--- config.mk ---
export PLATFORM = sky130hd
export DESIGN_NAME = spart_tx
export DESIGN_NICKNAME = d
export VERILOG_FILES = /design/src/rtl/spart_pkg.sv /design/src/rtl/spart_bit_timer.sv /design/src/rtl/spart_tx.sv
export SDC_FILE = /design/constraint.sdc
export NUM_CORES = 1
export LEC_CHECK = 0
export ABC_AREA = 1
export CAP_MARGIN = 20
export CORE_UTILIZATION = 58
export CTS_CLUSTER_DIAMETER = 50
export DETAILED_ROUTE_END_ITERATION = 10
export PLACE_DENSITY = 0.9
export SKIP_LAST_GASP = 1
export SLEW_MARGIN = 5
export SYNTH_ARGS = -nofsm -noshare
export SYNTH_HDL_FRONTEND = slang
export SYNTH_SLANG_ARGS = --single-unit
--- constraint.sdc ---
create_clock -name clk -period 2.3 [get_ports clk]
set_input_delay 0.345 -clock clk [delete_from_list [all_inputs] [get_ports clk]]
set_output_delay 0.345 -clock clk [all_outputs]
set_load 0.02 [all_outputs]
--- src/rtl/spart_pkg.sv ---
// Shared SPART definitions: register map, transmitter states and default oversampling.
package spart_pkg;

    localparam int unsigned OVERSAMPLE_DEFAULT = 16;

    localparam logic [1:0] ADDR_TXRX   = 2'b00;
    localparam logic [1:0] ADDR_STATUS = 2'b01;
    localparam logic [1:0] ADDR_DB_LO  = 2'b10;
    localparam logic [1:0] ADDR_DB_HI  = 2'b11;

    typedef enum logic [1:0] {
        IDLE  = 2'b00,
        START = 2'b01,
        DATA  = 2'b10,
        STOP  = 2'b11
    } tx_state_e;

endpackage

--- src/rtl/spart_bit_timer.sv ---
// Counts baud enable ticks and flags the tick that closes one serial bit period.
module spart_bit_timer
    import spart_pkg::*;
#(
    parameter int unsigned OVERSAMPLE = OVERSAMPLE_DEFAULT
) (
    input  logic clk,
    input  logic rst,
    input  logic run,
    input  logic enable,
    output logic bit_end_c
);

    localparam int unsigned CNT_W = (OVERSAMPLE > 1) ? $clog2(OVERSAMPLE) : 1;
    localparam logic [CNT_W-1:0] CNT_MAX = CNT_W'(OVERSAMPLE - 1);

    logic [CNT_W-1:0] cnt_q, cnt_d;

    // Counter is held at zero while idle so every frame starts on a fresh bit period.
    always_comb begin
        cnt_d     = cnt_q;
        bit_end_c = run && enable && (cnt_q == CNT_MAX);
        if (!run) begin
            cnt_d = '0;
        end else if (bit_end_c) begin
            cnt_d = '0;
        end else if (enable) begin
            cnt_d = cnt_q + CNT_W'(1);
        end
    end

    always_ff @(posedge clk) begin
        if (rst) begin
            cnt_q <= '0;
        end else begin
            cnt_q <= cnt_d;
        end
    end

endmodule

--- src/rtl/spart_tx.sv ---
// SPART transmitter: one-byte holding register feeding an 8N1 serializer.
module spart_tx
    import spart_pkg::*;
#(
    parameter int unsigned OVERSAMPLE = OVERSAMPLE_DEFAULT
) (
    input  logic       clk,
    input  logic       rst,
    input  logic       enable,
    input  logic       iocs,
    input  logic       iorw,
    input  logic [1:0] ioaddr,
    input  logic [7:0] data_bus,
    output logic       txd,
    output logic       tbr,
    output logic       busy
);

    tx_state_e  state_q, state_d;
    logic [7:0] shift_q, shift_d;
    logic [7:0] hold_q, hold_d;
    logic       hold_full_q, hold_full_d;
    logic [2:0] bit_idx_q, bit_idx_d;
    logic       txd_q, txd_d;
    logic       tbr_q, tbr_d;
    logic       busy_q, busy_d;
    logic       wr_c;
    logic       bit_end_c;
    logic       timer_run_c;

    assign timer_run_c = (state_q != IDLE);

    spart_bit_timer #(
        .OVERSAMPLE(OVERSAMPLE)
    ) u_bit_timer (
        .clk      (clk),
        .rst      (rst),
        .run      (timer_run_c),
        .enable   (enable),
        .bit_end_c(bit_end_c)
    );

    assign wr_c = iocs && !iorw && (ioaddr == ADDR_TXRX) && tbr_q;

    // A write can only land while holding is empty, so it never collides with a load.
    always_comb begin
        state_d     = state_q;
        shift_d     = shift_q;
        hold_d      = hold_q;
        hold_full_d = hold_full_q;
        bit_idx_d   = bit_idx_q;
        txd_d       = txd_q;

        if (wr_c) begin
            hold_d      = data_bus;
            hold_full_d = 1'b1;
        end

        case (state_q)
            IDLE: begin
                txd_d = 1'b1;
                if (hold_full_q) begin
                    shift_d     = hold_q;
                    hold_d      = '0;
                    hold_full_d = 1'b0;
                    bit_idx_d   = '0;
                    state_d     = START;
                    txd_d       = 1'b0;
                end
            end
            START: begin
                if (bit_end_c) begin
                    state_d = DATA;
                    txd_d   = shift_q[0];
                end
            end
            DATA: begin
                if (bit_end_c) begin
                    if (bit_idx_q == 3'd7) begin
                        state_d = STOP;
                        txd_d   = 1'b1;
                    end else begin
                        shift_d   = {1'b0, shift_q[7:1]};
                        bit_idx_d = bit_idx_q + 3'd1;
                        txd_d     = shift_q[1];
                    end
                end
            end
            STOP: begin
                // Chain straight into the next start bit when a byte is waiting.
                if (bit_end_c) begin
                    if (hold_full_q) begin
                        shift_d     = hold_q;
                        hold_d      = '0;
                        hold_full_d = 1'b0;
                        bit_idx_d   = '0;
                        state_d     = START;
                        txd_d       = 1'b0;
                    end else begin
                        state_d = IDLE;
                        txd_d   = 1'b1;
                    end
                end
            end
            default: begin
                state_d = IDLE;
                txd_d   = 1'b1;
            end
        endcase

        tbr_d  = !hold_full_d;
        busy_d = (state_d != IDLE);
    end

    always_ff @(posedge clk) begin
        if (rst) begin
            state_q     <= IDLE;
            shift_q     <= '0;
            hold_q      <= '0;
            hold_full_q <= 1'b0;
            bit_idx_q   <= '0;
            txd_q       <= 1'b1;
            tbr_q       <= 1'b1;
            busy_q      <= 1'b0;
        end else begin
            state_q     <= state_d;
            shift_q     <= shift_d;
            hold_q      <= hold_d;
            hold_full_q <= hold_full_d;
            bit_idx_q   <= bit_idx_d;
            txd_q       <= txd_d;
            tbr_q       <= tbr_d;
            busy_q      <= busy_d;
        end
    end

    assign txd  = txd_q;
    assign tbr  = tbr_q;
    assign busy = busy_q;

endmodule

Word level (Yosys, flattened, before mapping)
Index checks and enable logic that the tools add are counted.
- reduce and logical (&&, ||, !) cells: 15
- eq/ne operators: 9
- add/subtract/negate cells: 2
- bitwise logic cells: 1
- multiplexer cells: 31
- operator list (operator ; number):
    8-bit two-way mux ; 7
    8-bit one-hot mux with 3 select lines ; 1
    8-bit one-hot mux with 2 select lines ; 1
    3-bit two-way mux ; 4
    2-bit two-way mux ; 5
    1-bit two-way mux ; 9
    3-bit one-hot mux with 3 select lines ; 1
    2-bit != test, second input constant ; 4
    2-bit one-hot mux with 4 select lines ; 1
    1-bit logical AND ; 5
    4-bit by 1-bit adder with 4-bit output, second input constant ; 1
    2-bit equality test, second input constant ; 2
    4-bit equality test, second input constant ; 1
    2-bit zero test ; 2
    1-bit one-hot mux with 4 select lines ; 1
    4-bit AND reduction ; 1
    2-bit nonzero test ; 2
    3-bit by 1-bit adder with 3-bit output, second input constant ; 1
    3-bit equality test, second input constant ; 1
    3-bit AND reduction ; 1
    3-bit nonzero test ; 1
    3-bit OR reduction ; 1
    2-bit by 1-bit equality test with 1-bit output, second input constant ; 1
    1-bit zero test ; 2
    2 further kinds ; 2
- output and inout bits: 3
- bits of input ports: 15
- bits in registers: 29

Longest topological paths before layout
Gate-level depths: netlist of run 1.
- depth after elaboration: 9
- mapped depth: 11
- mapped depth without buffers: 10

Hierarchy
Synthesis of run 1 repeated with hierarchy kept, for this count alone.
- cell total of the unflattened synthesis: 205
- area, all modules: 1431.4 um^2
- by module, submodules not included (module ; seq. area each (um^2) ; area each (um^2) ; times used ; cells an instance):
    spart_tx ; 500.5 ; 1237.4 ; 1 ; 179
    spart_bit_timer ; 80.1 ; 193.9 ; 1 ; 26

Worst setup path before layout of run 1
No wires, ideal clock.
- path kind: register to register
- from: register state_q[0]
- to: register bit_idx_q[0]
- library setup time: 64 ps
- cell stages (with the launch flop): 12
- required time: 2236 ps
- path slack: 750 ps
- data arrival time: 1485 ps
- path through: dfxtp_1 -> inv_1 -> ha_1 -> buf_2 -> nand2_1 -> o21ai_1 -> nor2_1 -> nand2_4 -> inv_6 -> buf_12 -> nor2_1 -> nor2_1
- word-level cells in the longest chain between the ends: 5
- elaborated cells between the ends (all ways): 12
- ends and longest elaborated chain (element ; line ; RTL):
    start: declaration ; spart_tx.sv:19 ; tx_state_e state_q, state_d;
    start signal: assignment ; spart_tx.sv:126 ; state_q <= state_d;
    2-bit nonzero test ; spart_tx.sv:31 ; assign timer_run_c = (state_q != IDLE);
    1-bit logical AND (2 in series) ; spart_bit_timer.sv:22 ; bit_end_c = run && enable && (cnt_q == CNT_MAX);
    2-bit != test (no source line) ; n/a ;
    4-bit AND reduction (no source line) ; n/a ;
    end signal: assignment ; spart_tx.sv:130 ; bit_idx_q <= bit_idx_d;
    end: declaration ; spart_tx.sv:23 ; logic [2:0] bit_idx_q, bit_idx_d;
Several ways; a longest one is shown, not always the timed one.
A chain may end at the register's enable or synchronous reset.

Worst setup path in the final report of run 1
- from: register state_q[1]
- to: register bit_idx_q[1]
The elaborated chain is that of the path after synthesis.

==> results of run 1 <==
-- final timing paths --
path | startpoint | to | slack (ns) | cells past startpoint
setup / recovery | state_q[1] | bit_idx_q[1] | 0.58 | 9
hold / removal | bit_idx_q[1] | bit_idx_q[1] | 0.49 | 2
setup reg to reg | state_q[1] | bit_idx_q[1] | 0.58 | 9
hold reg to reg | bit_idx_q[1] | bit_idx_q[1] | 0.49 | 2
-- registers in the layout, summed over array words and instances, names as in the netlist --
register / cells
hold_q: 8
tbr: 1
busy: 1
u_bit_timer.cnt_q: 4
hold_full_q: 1
state_q: 2
txd: 1
bit_idx_q: 3
shift_q: 8
-- routing by layer --
metal | global-route usage | up-vias | wire length, microns
li1 | - | 674 | -
met1 | 0.293 | 549 | 1270
met2 | 0.431 | 41 | 1320
met3 | 0.0906 | 7 | 143
met4 | 0.0901 | 0 | 46
met5 | 0 | - | 0
-- tightest hold or removal path: stages (launching register included) --
cell and delay (ns):
dfxtp_1 0.32, nor2_1 0.09, nor2_1 0.05
-- power by group through the flow --
stage / Combinational, mW / Clock [mW] / Sequential [mW]
2_1_floorplan: 0.136 / 0 / 0.572
3_3_place_gp: 0.203 / 0 / 0.564
3_5_place_dp: 0.210 / 0 / 0.565
4_1_cts: 0.212 / 0.437 / 0.553
5_1_grt: 0.241 / 0.459 / 0.559
6_report: 0.211 / 0.429 / 0.553
-- cell usage in the layout, fill, tap and decap left out, drive strengths merged, types with 2 or more instances in the layout --
cell	n
nand2	47
nor2	43
dfxtp	29
inv	23
o21ai	21
clkdlybuf4s50	17
a21oi	7
ha	7
clkbuf	7
nand3	6
nor3	6
nand4	2
o211ai	2
-- layout make-up --
| class | instances | area share |
|---|---|---|
| Timing Repair Buffer | 18 | 0.105 |
| Multi-Input combinational cell | 143 | 0.426 |
| Clock buffer | 7 | 0.0326 |
| Tap cell | 28 | 0.0207 |
| Inverter | 23 | 0.0540 |
| Clock inverter | 1 | 0.0178 |
| Sequential cell | 29 | 0.343 |
-- synthesized netlist by cell type (all sizes together) --
cell,instances,area share
or2,1,0.0044
nor3,6,0.024
nand3,6,0.021
mux2i,1,0.0070
o21ai,21,0.081
o211ai,2,0.010
nand4,2,0.0087
buf,3,0.021
nor2,43,0.12
clkbuf,2,0.0053
inv,23,0.064
ha,7,0.061
dfxtp,29,0.41
nand2,47,0.14
a21oi,7,0.024
-- logic make-up (layout without fill, tap and decap cells) --
family | after synthesis | count (layout) | share of synthesized area
AND/OR/NAND/NOR | 105 | 105 | 0.319
AO/OA/AOI/OAI | 30 | 30 | 0.116
flip-flops | 29 | 29 | 0.406
buffers and inverters | 28 | 49 | 0.0901
adder cells (fa/ha/maj) | 7 | 7 | 0.0612
multiplexers | 1 | 1 | 0.00700
-- metrics by stage --
step	hold slack, ns	setup WS [ns]
after floorplan	0.453	0.750
after global routing	0.526	0.419
after CTS	0.497	0.580
final	0.494	0.584
after global placement	0.467	0.529
after detailed placement	0.479	0.452
==> impl_metrics.csv, run 1 <==
group,metric,value,unit
critical_path,worstPathArrival,1.94,ns
grt,grt_first_pass_wirelength,4980,microns
synthesis,syn_area,0.00143,sq mm
power,vdd_drop_max,522,uV
finish,utilization,0.743,
route,viasPerCell,5.10,
floorplan,row_count,17,
route,drt_iter0_drc,37,
power,total_power,1.19,mW
finish,syn_to_final_growth,18.2,%
timing,rsz0062_at_grt,"false",
placed_design,gp_congestion,0.800,
floorplan,dieArea,0.00267,sq mm
timing,slew_violations,0,
finish,final_cell_area,0.00169,sq mm
critical_path,critical_path_buf_inv_count,2,
placed_design,dpl.hpwl,2090,microns
critical_path,critical_path.most_common_cell,"nand2_1",
route,dr.pass1.iters,4,
route,routed_wl,2790,microns
synthesis,netlist_instances,200,
placed_design,dp.cells,241,
floorplan,initial_core_util,0.628,
placed_design,detailed_place.area,0.00161,sq mm
power,switching_share,0.257,
synthesis,synth_seq_cells,29,
worst_hold_path,min_path_type,"reg2reg",
floorplan,ios,18,
critical_path,cp.required,2.52,ns
timing,timing.setup.tns,0,ns
power,p_int,887,uW
critical_path,critPathMaxStageDelay,0.42,ns
finish,n_antenna_cell,0,
finish,nNetsFinal,242,
grt,grt_pass1_vias,1240,
timing,finalSetupViolations,0,
cts,cts_setup_buffers,0,
critical_path,worstPathMaxFanout,13,
timing,max_clock_freq,583,MHz
cts,tritoncts,"yes",
finish,multiInputGateArea,721,sq um
synthesis,ys_seq_area_frac,0.406,
power,clkPwrFrac,0.359,
finish,ff_latch_area,581,sq um
timing,fin_crit_sh,0.746,
run_status,outcome,"finished clean",
cts,clock_path_buffers,2,
synthesis,avgSynthCellArea,7.15,sq um
critical_path,end_kind,"register",
route,vias,1271,
critical_path,critPathSlowestCell,"dfxtp_1",
finish,fillerInstances,165,
finish,drive_gt1_frac,0.0769,
grt,grt.overflow.total,0,
cts,cts_sinks,29,
cts,htreeDepth,2,
grt,antenna_found_initial,0,
critical_path,path_class,"reg2reg",
timing,worstMarginPinSlew,0.423,ns
synthesis,syn_nets,222,
timing,finalHoldViolCount,0,
flow_run,maxCapViolCount,0,
timing,finClkSkew,0.00745,ns
floorplan,die_h,51.7,microns
placed_design,port_buffers,17,
critical_path,path_cells,"inv_1, ha_1, or2_1, o21ai_4, nand2_4, inv_6, nand2_1, nand2_1, nor2_1",
route,ant_nets,0,
power,leakagePower,0.779,nW
synthesis,yosys_warnings,0,
cts,postCtsHoldBufs,0,
cts,insertion_delay,0.32,ns
cts,root_buffer,"clkbuf_4",
finish,finalNonFillerCells,249,
critical_path,critPathLaunchType,"register",
grt,grt_util_all_layers,0.254,
cts,post_cts_resized,0,
floorplan,core-area,0.00228,sq mm
power,p_seq_frac,0.464,
cts,cts-buffers-inserted,5,
route,drc_errors,0,
grt,grt_max_degree,16,
critical_path,cpLargestDelayFamily,"simple AND/OR/NAND/NOR gates",
power,switching_power,307,uW
floorplan,die_w,51.7,microns
power,combPwrFrac,0.177,
synthesis,synth.distinct_cells,23,
route,routedWlPerCell,11.2,microns
power,power_density,706,mW/mm^2
timing,min_period,1.72,ns
cts,clk_pin_slew,0.08,ns
timing,relSlewSlack,0.718,
Power figures use the tool's default switching activity.
==> run 2, diff against run 1 <==
- CORE_UTILIZATION: 58 -> 54
- PLACE_DENSITY: 0.9 -> 0.85
- clock period: 2.3 -> 1.68 ns (I/O delays scaled with it)
==> run 2 against run 1 <==
Effect of this change: via count decreased by 2.1%; sequential power increased by 37%; combinational power increased by 45%; routed wire length decreased by 2.2%; power increased by 38%; utilization decreased by 4.0 points; register-to-register slack got worse by 0.45 ns; largest power group unchanged; highest routed layer unchanged.
==> impl_metrics.csv, run 2 (same netlist as run 1, synthesis figures left out) <==
group,metric,value,unit
timing,finalHoldViolCount,0,
floorplan,ios,18,
worst_hold_path,holdCritStartpoint,"shift_q[7]",
timing,min_period,1.54,ns
power,switching_share,0.256,
cts,postCtsHoldBufs,0,
critical_path,critPathLaunch,"state_q[1]",
timing,finClkSkew,0.0105,ns
grt,grt_max_degree,14,
power,switching_power,422,uW
critical_path,critical_path_buf_inv_count,2,
route,dr.pass1.iters,4,
cts,root_buffer,"clkbuf_4",
floorplan,row_count,18,
finish,syn_to_final_growth,22.8,%
timing,slew_violations,0,
cts,clk_pin_slew,0.09,ns
floorplan,die_w,53.5,microns
placed_design,gp_congestion,0.842,
grt,grt_util_all_layers,0.221,
power,combPwrFrac,0.185,
critical_path,rr_worst_depth,9,
power,leakagePower,0.814,nW
finish,multiInputGateArea,727,sq um
critical_path,critical_path.most_common_cell,"nand2_1",
critical_path,worstPathMaxFanout,13,
finish,final_common_cell,"nand2_1",
timing,relSlewSlack,0.719,
critical_path,critPathSlowestCell,"dfxtp_4",
cts,tritoncts,"yes",
route,drt_iter0_drc,19,
finish,mostFrequentLayoutCells,"nand2_1 (43), nor2_1 (41), dfxtp_1 (27)",
critical_path,cp.required,1.91,ns
timing,setup_slack,0.138,ns
timing,finalSetupViolations,0,
placed_design,detailed_place.area,0.00166,sq mm
cts,cts_setup_buffers,0,
placed_design,dpl.hpwl,2030,microns
flow_run,maxCapViolCount,0,
critical_path,critPathLaunchType,"register",
grt,antenna_found_initial,0,
worst_hold_path,min_path_type,"reg2reg",
grt,grt_pass1_vias,1035,
worst_hold_path,min_path_cells,2,
timing,fin_crit_sh,0.918,
route,routed_wl,2730,microns
power,clkPwrFrac,0.356,
critical_path,path_cells,"inv_1, ha_1, or2_1, o21ai_4, nand2_4, inv_6, nand2_1, nand2_1, nor2_1",
finish,finalNonFillerCells,258,
critical_path,cpLargestDelayFamily,"simple AND/OR/NAND/NOR gates",
cts,htreeDepth,2,
critical_path,critPathMaxStageDelay,0.37,ns
route,drc_errors,0,
route,viasPerCell,4.82,
power,p_int,1.23,mW
finish,drive_gt1_frac,0.123,
floorplan,initial_core_util,0.572,
finish,n_antenna_cell,0,
run_status,outcome,"finished clean",
finish,largestRegisters,"hold_q: 8 flops, shift_q: 8 flops, u_bit_timer.cnt_q: 4 flops",
cts,post_cts_resized,0,
power,p_seq_frac,0.459,
power,vdd_drop_max,789,uV
floorplan,die_h,53.5,microns
timing,worstMarginPinSlew,0.420,ns
floorplan,core-area,0.00250,sq mm
finish,ff_latch_area,586,sq um
critical_path,path_depth,9,
route,ant_nets,0,
placed_design,preCtsSetupSlack,0.0404,ns
power,power_density,940,mW/mm^2
timing,timing.setup.tns,0,ns
finish,nNetsFinal,249,
finish,final_cell_area,0.00176,sq mm
placed_design,port_buffers,17,
placed_design,dp.cells,250,
critical_path,r2r-start,"state_q[1]",
floorplan,dieArea,0.00286,sq mm
cts,insertion_delay,0.32,ns
cts,cts_sinks,29,
critical_path,path_class,"reg2reg",
grt,grt.overflow.total,0,
cts,clock_path_buffers,2,
timing,rsz0062_at_grt,"true",
grt,grt_first_pass_wirelength,4410,microns
critical_path,worstPathArrival,1.77,ns
timing,max_clock_freq,648,MHz
critical_path,end_kind,"register",
cts,cts-buffers-inserted,5,
route,vias,1244,
finish,fillerInstances,209,
route,routedWlPerCell,10.6,microns
==> run 2: final cells by class <==
class | instances | area share
clock buffers | 7 | 0.0313
repair buffers | 25 | 0.131
clock inverters | 1 | 0.0171
multi-input cells | 143 | 0.414
flip-flops and latches | 29 | 0.333
well taps | 30 | 0.0214
inverters | 23 | 0.0520
==> run 2: routing by layer <==
metal | up-vias | part of all wire | global-route usage
met4 | 0 | 0.019 | 0.0921
met1 | 528 | 0.49 | 0.263
met2 | 24 | 0.46 | 0.367
met5 | - | 0 | 0
li1 | 685 | - | -
met3 | 7 | 0.035 | 0.0603
==> run 2: worst reg2reg max path: cells and delay by family, from the launching register on <==
family / cells / cell delay (ns)
compound gates: 1 / 0.18
fa+ha+maj: 1 / 0.19
buf+inv: 2 / 0.19
flops: 1 / 0.37
simple gates: 5 / 0.52
==> run 2: final timing paths <==
path,slack (ns),end
min reg2reg,0.49,shift_q[7]
max,0.14,bit_idx_q[1]
min,0.49,shift_q[7]
max reg2reg,0.14,bit_idx_q[1]
==> run 2: metrics by stage <==
stage               total power [mW]  hold WS, ns   util
detailed placement              1.07        0.472  0.664
global placement                1.07        0.465  0.664
floorplan                      0.969        0.404      -
CTS                             1.67        0.493  0.698
finish                          1.65        0.490  0.703
global route                    1.74        0.519  0.703
==> run 2: power groups by stage <==
stage | logic, mW | registers (mW) | clock network, mW
after floorplan | 0.186 | 0.783 | 0
after detailed placement | 0.301 | 0.774 | 0
after global placement | 0.296 | 0.772 | 0
after global routing | 0.345 | 0.764 | 0.630
final | 0.305 | 0.758 | 0.587
after CTS | 0.304 | 0.758 | 0.606
